--- config.mk ---
export PLATFORM = sky130hd
export DESIGN_NAME = mult_sweep_sequencer
export DESIGN_NICKNAME = d
export VERILOG_FILES = /design/src/rtl/mult_sweep_sequencer.sv
export SDC_FILE = /design/constraint.sdc
export NUM_CORES = 1
export LEC_CHECK = 0
export ABC_AREA = 1
export ABC_CLOCK_PERIOD_IN_PS = 4000
export CAP_MARGIN = 10
export CORE_MARGIN = 2
export CORE_UTILIZATION = 40
export DETAILED_ROUTE_END_ITERATION = 7
export SLEW_MARGIN = 20
export SYNTH_ARGS = -nofsm -noshare
export SYNTH_HDL_FRONTEND = slang
export SYNTH_SLANG_ARGS = --single-unit
--- constraint.sdc ---
create_clock -name clk -period 4 [get_ports clk]
set_input_delay 0.6 -clock clk [delete_from_list [all_inputs] [get_ports clk]]
set_output_delay 0.6 -clock clk [all_outputs]
set_load 0.01 [all_outputs]
--- src/rtl/mult_sweep_sequencer.sv ---
// Exhaustive self-test sequencer for a WIDTH x WIDTH multiplier: sweeps every
// operand pair, resets/starts the multiplier per pair and checks the product.
module mult_sweep_sequencer #(
  parameter int WIDTH       = 4,
  parameter int WAIT_CYCLES = 24
) (
  input  logic               clk,
  input  logic               rst,
  input  logic               run,
  input  logic [2*WIDTH-1:0] prod,
  output logic               mul_rst,
  output logic               mul_start,
  output logic [WIDTH-1:0]   op_a,
  output logic [WIDTH-1:0]   op_b,
  output logic               busy,
  output logic               done,
  output logic               pass,
  output logic [2*WIDTH:0]   err_count,
  output logic [WIDTH-1:0]   first_err_a,
  output logic [WIDTH-1:0]   first_err_b
);

  localparam int PW = 2 * WIDTH;
  localparam int EW = 2 * WIDTH + 1;
  localparam int CW = (WAIT_CYCLES > 1) ? $clog2(WAIT_CYCLES) : 1;
  localparam logic [WIDTH-1:0] OP_MAX   = {WIDTH{1'b1}};
  localparam logic [WIDTH-1:0] OP_ZERO  = {WIDTH{1'b0}};
  localparam logic [WIDTH-1:0] OP_ONE   = WIDTH'(1);
  localparam logic [CW-1:0]    CNT_LOAD = CW'(WAIT_CYCLES - 1);
  localparam logic [CW-1:0]    CNT_ZERO = {CW{1'b0}};
  localparam logic [CW-1:0]    CNT_ONE  = CW'(1);
  localparam logic [EW-1:0]    ERR_ZERO = {EW{1'b0}};
  localparam logic [EW-1:0]    ERR_ONE  = EW'(1);
  localparam logic [EW-1:0]    ERR_MAX  = {EW{1'b1}};

  typedef enum logic [2:0] {
    ST_IDLE      = 3'd0,
    ST_RESET_MUL = 3'd1,
    ST_START     = 3'd2,
    ST_WAIT      = 3'd3,
    ST_CHECK     = 3'd4,
    ST_DONE      = 3'd5
  } state_t;

  state_t           state_r, state_s;
  logic             run_r;
  logic             run_rise_s;
  logic [CW-1:0]    cnt_r, cnt_s;
  logic [WIDTH-1:0] op_a_s, op_b_s;
  logic [WIDTH-1:0] fe_a_s, fe_b_s;
  logic [EW-1:0]    err_s;
  logic             fe_flag_r, fe_flag_s;
  logic             mismatch_s;

  function automatic logic [PW-1:0] ref_product(input logic [WIDTH-1:0] a,
                                                input logic [WIDTH-1:0] b);
    logic [PW-1:0] a_ext;
    logic [PW-1:0] b_ext;
    a_ext = PW'(a);
    b_ext = PW'(b);
    return a_ext * b_ext;
  endfunction

  assign run_rise_s = run & ~run_r;
  assign mismatch_s = (prod != ref_product(op_a, op_b));

  // Next-state and next-datapath logic for the sweep FSM.
  always_comb begin
    state_s   = state_r;
    cnt_s     = cnt_r;
    op_a_s    = op_a;
    op_b_s    = op_b;
    err_s     = err_count;
    fe_flag_s = fe_flag_r;
    fe_a_s    = first_err_a;
    fe_b_s    = first_err_b;
    case (state_r)
      ST_IDLE, ST_DONE: begin
        if (run_rise_s) begin
          state_s   = ST_RESET_MUL;
          op_a_s    = OP_ZERO;
          op_b_s    = OP_ZERO;
          err_s     = ERR_ZERO;
          fe_flag_s = 1'b0;
          fe_a_s    = OP_ZERO;
          fe_b_s    = OP_ZERO;
        end else begin
          state_s = state_r;
        end
      end
      ST_RESET_MUL: state_s = ST_START;
      ST_START: begin
        state_s = ST_WAIT;
        cnt_s   = CNT_LOAD;
      end
      ST_WAIT: begin
        if (cnt_r == CNT_ZERO) begin
          state_s = ST_CHECK;
        end else begin
          cnt_s = cnt_r - CNT_ONE;
        end
      end
      ST_CHECK: begin
        if (mismatch_s) begin
          // saturating guard: the count can never reach ERR_MAX for a full sweep
          if (err_count != ERR_MAX) begin
            err_s = err_count + ERR_ONE;
          end else begin
            err_s = err_count;
          end
          if (!fe_flag_r) begin
            fe_flag_s = 1'b1;
            fe_a_s    = op_a;
            fe_b_s    = op_b;
          end else begin
            fe_flag_s = fe_flag_r;
          end
        end else begin
          err_s = err_count;
        end
        // last pair keeps (max,max) on the operand outputs
        if ((op_a == OP_MAX) && (op_b == OP_MAX)) begin
          state_s = ST_DONE;
        end else if (op_a != OP_MAX) begin
          state_s = ST_RESET_MUL;
          op_a_s  = op_a + OP_ONE;
        end else begin
          state_s = ST_RESET_MUL;
          op_a_s  = OP_ZERO;
          op_b_s  = op_b + OP_ONE;
        end
      end
      default: state_s = ST_IDLE;
    endcase
  end

  // FSM state, run edge history and wait counter.
  always_ff @(posedge clk or negedge rst) begin
    if (!rst) begin
      state_r <= ST_IDLE;
      run_r   <= 1'b0;
      cnt_r   <= CNT_ZERO;
    end else begin
      state_r <= state_s;
      run_r   <= run;
      cnt_r   <= cnt_s;
    end
  end

  // Registered outputs decoded from the next state so they align with it.
  always_ff @(posedge clk or negedge rst) begin
    if (!rst) begin
      mul_rst     <= 1'b1;
      mul_start   <= 1'b0;
      op_a        <= OP_ZERO;
      op_b        <= OP_ZERO;
      busy        <= 1'b0;
      done        <= 1'b0;
      pass        <= 1'b0;
      err_count   <= ERR_ZERO;
      fe_flag_r   <= 1'b0;
      first_err_a <= OP_ZERO;
      first_err_b <= OP_ZERO;
    end else begin
      mul_rst     <= (state_s == ST_IDLE) || (state_s == ST_RESET_MUL) || (state_s == ST_DONE);
      mul_start   <= (state_s == ST_START);
      op_a        <= op_a_s;
      op_b        <= op_b_s;
      busy        <= (state_s == ST_RESET_MUL) || (state_s == ST_START) ||
                     (state_s == ST_WAIT) || (state_s == ST_CHECK);
      done        <= (state_s == ST_DONE);
      pass        <= (state_s == ST_DONE) && (err_s == ERR_ZERO);
      err_count   <= err_s;
      fe_flag_r   <= fe_flag_s;
      first_err_a <= fe_a_s;
      first_err_b <= fe_b_s;
    end
  end

endmodule

==> out/results.txt <==
Final Hold Viols: 0
via-per-instance ratio: 4.77
first-pass GRT wire length: 11200 um
Final Max Tran Viols: 0
worst setup path startpoint: op_b[3]
Gate power share: 0.362
Post-Route WL: 6490 um
final worst slack: 0.508 ns
CORE AREA: 6830 um^2
CTS tree: built
htree depth: 2
initial antenna violation count: 0
floorplan die width: 88.1 um
Clock Pin Slew Worst Setup and Hold Paths: 0.09 ns
Power per Cell Area: 409 nW/um^2
Sw Ratio: 0.374
cell with the most instances after synthesis: nand2_1
hold-fix buffers at CTS: 0
Synth cell types: 38
Hold WC Path Type: primary input to async pin
status: finished, final reports clean
post-synthesis sequential area ratio: 0.354
global route overflow: 0
CP startpoint kind: register
relative slew slack: 0.399
CP endpoint kind: register
Layout area overhead: 21.7%
Yosys reg bits: 40
DR vias: 2466
DR iter-0 viols: 88
most frequent cells after synthesis: 89 x nand2_1, 69 x inv_1, 46 x nand3_1
RSZ-0062 raised after global routing: no
CP most frequent cell: nand2_1
CTS root buffer: clkbuf_8
Max-cap violations: 0
clk_lat worst skew: 0.29 ns
Area contributors post-synth: dfrtp_1 34%, nand2_1 12%, inv_1 9.1%
ant diodes: 0
gate count of the mapped netlist: 378
Num Clock Sinks: 40
Die Ht: 88.1 um
sequential power share: 0.390
skew final: 0.0123 ns
Crit Path Max Fanout: 8
Setup Viol. Count Final: 0
Yosys warning count: 0
fin nets: 451
Buffers on Ports: 40
DIE AREA: 7770 um^2
Post-synth ARST share: 1.00
mapped cell area: 2830 um^2
number of flops mapped to enable cells by yosys: 0
global placement routability congestion: 0.881
antenna-violating nets left: 0
Crit path largest cell delay: 0.54 ns
pin count of the biggest net entering global routing: 41
fmax: 286 MHz
row count: 30
worst slack, placed: 0.494 ns
critical path required time: 4.22 ns
First-pass DRT Iterations: 6
number of global-route vias before repair: 2390
TritonCTS buffer count: 5
CP Class: register to register
Max Root-Sink Buffers: 2
CP arrival: 3.72 ns
Tcrit/Tclk final: 0.873
Tightest Pin Transition: 0.902 ns
switching pwr: 527 uW
syn_nets: 409
leakage power: 0.00182 uW
RR Startpoint: op_b[3]
Wirelength per Cell: 12.5 um
Pint: 882 uW
CP cell instances: nand2_1 -> fa_1 -> fa_1 -> fa_1 -> inv_1 -> nand2_1 -> nand2_1 -> nand2_1 -> nor2_1 -> nand3_2 -> nor2_4 -> nand2_4 -> nand2_2 -> nand2_2 -> nor2_2 -> nand3_1 -> nor2_1 -> nand2_1 -> nor3_2
Yosys top cell by area: dfrtp_1
total track usage: 0.186
# Post-CTS Setup Buffers: 0
post-CTS sizing: 0
syn avg cell area: 7.49 um^2
Initial Utilization: 0.414
ys flop type: dfrtp_1
clock period minus worst slack: 3.49 ns
layout cells sized above 1: 0.114
share of the synthesized area in the top cell type: 0.345
num ports: 41
setup_tns: 0 ns
Max IR drop VDD: 300 uV
Crit-path slowest cell: fa_1
Clk network pwr share: 0.248
DRC violations left: 0
detailed placement HPWL: 5120 um
==> layout make-up <==
| type | instances | area [um^2] |
|---|---|---|
| Tap cell | 96 | 120 |
| Clock buffer | 6 | 82.6 |
| Inverter | 76 | 285 |
| Multi-Input combinational cell | 256 | 1510 |
| Clock inverter | 2 | 38.8 |
| Fill cell | 687 | 3390 |
| Sequential cell | 40 | 1000 |
| Timing Repair Buffer | 41 | 403 |
==> state kept, by name (all words and copies together) (netlist names), 3 cells and up <==
register,flops
state_r,3
op_b,4
op_a,4
cnt_r,5
first_err_b,4
first_err_a,4
err_count,9
==> metrics by stage <==
stage | utilization | hold slack [ns] | area (um^2) | total power, uW | cells
CTS | 0.504 | 0.454 | 3440 | 1420 | 517
floorplan | - | 0.304 | 2830 | 884 | 378
detailed placement | 0.486 | 0.477 | 3320 | 1070 | 509
finish | 0.504 | 0.428 | 3440 | 1410 | 517
global route | 0.504 | 0.489 | 3440 | 1520 | 517
global placement | 0.486 | 0.485 | 3320 | 1060 | 509
==> per-layer routing <==
metal	track usage	vias up	wire, um
met5	0	-	0
li1	-	1276	-
met4	0.0523	0	60
met3	0.0311	7	215
met1	0.259	1137	3200
met2	0.301	46	3010
==> path summary, 6_finish.rpt <==
| kind | endpoint | slack [ns] | cells past startpoint |
|---|---|---|---|
| hold reg to reg | mul_start | 0.50 | 1 |
| setup / recovery | pass | 0.51 | 19 |
| hold / removal | err_count[4] | 0.43 | 1 |
| setup reg to reg | pass | 0.51 | 19 |
| min in group clk | mul_start | 0.50 | 1 |
| max in group asynchronous | first_err_a[0] | 3.00 | 1 |
==> power groups by stage <==
stage	clock network (uW)	registers [uW]	logic, uW
CTS	361	549	515
global route	379	558	580
finish	350	549	510
global placement	0	557	508
detailed placement	0	555	512
floorplan	0	557	327
==> cell usage in the layout, fill, tap and decap left out, types with 2 or more instances in the layout <==
cell type / synthesis / layout
nand3_2: 2 / 2
nor2_1: 20 / 20
o21ai_2: 3 / 3
ha_1: 16 / 16
nand2_1: 89 / 89
inv_2: 6 / 6
dfrtp_1: 39 / 39
nor2_4: 3 / 3
a21oi_1: 10 / 10
nor2_2: 4 / 4
nand4_1: 4 / 4
nand3_1: 46 / 46
nor3_1: 5 / 5
nand2_4: 4 / 4
fa_1: 4 / 4
clkdlybuf4s50_1: 0 / 39
inv_1: 69 / 69
xor2_1: 5 / 5
nand4_2: 2 / 2
clkbuf_8: 0 / 6
o21ai_0: 17 / 17
xnor2_1: 2 / 2
nand2_2: 8 / 8
==> worst max-delay path, delay by kind of cell, from the launching register on <==
kind	cells	cell delay, ns
AND/OR/NAND/NOR	15	1.29
flip-flops	1	0.49
buffers and inverters	1	0.07
adder cells (fa/ha/maj)	3	1.55
==> logic make-up (layout without fill, tap and decap cells) <==
kind of cell,Yosys count,count (layout),synth area share
simple gates,194,194,0.342
buf+inv,82,125,0.112
flops,40,40,0.354
compound gates,35,35,0.0711
fa+ha+maj,20,20,0.0990
xor+xnor,7,7,0.0217
No activity file was read; power rests on OpenSTA's default activity.
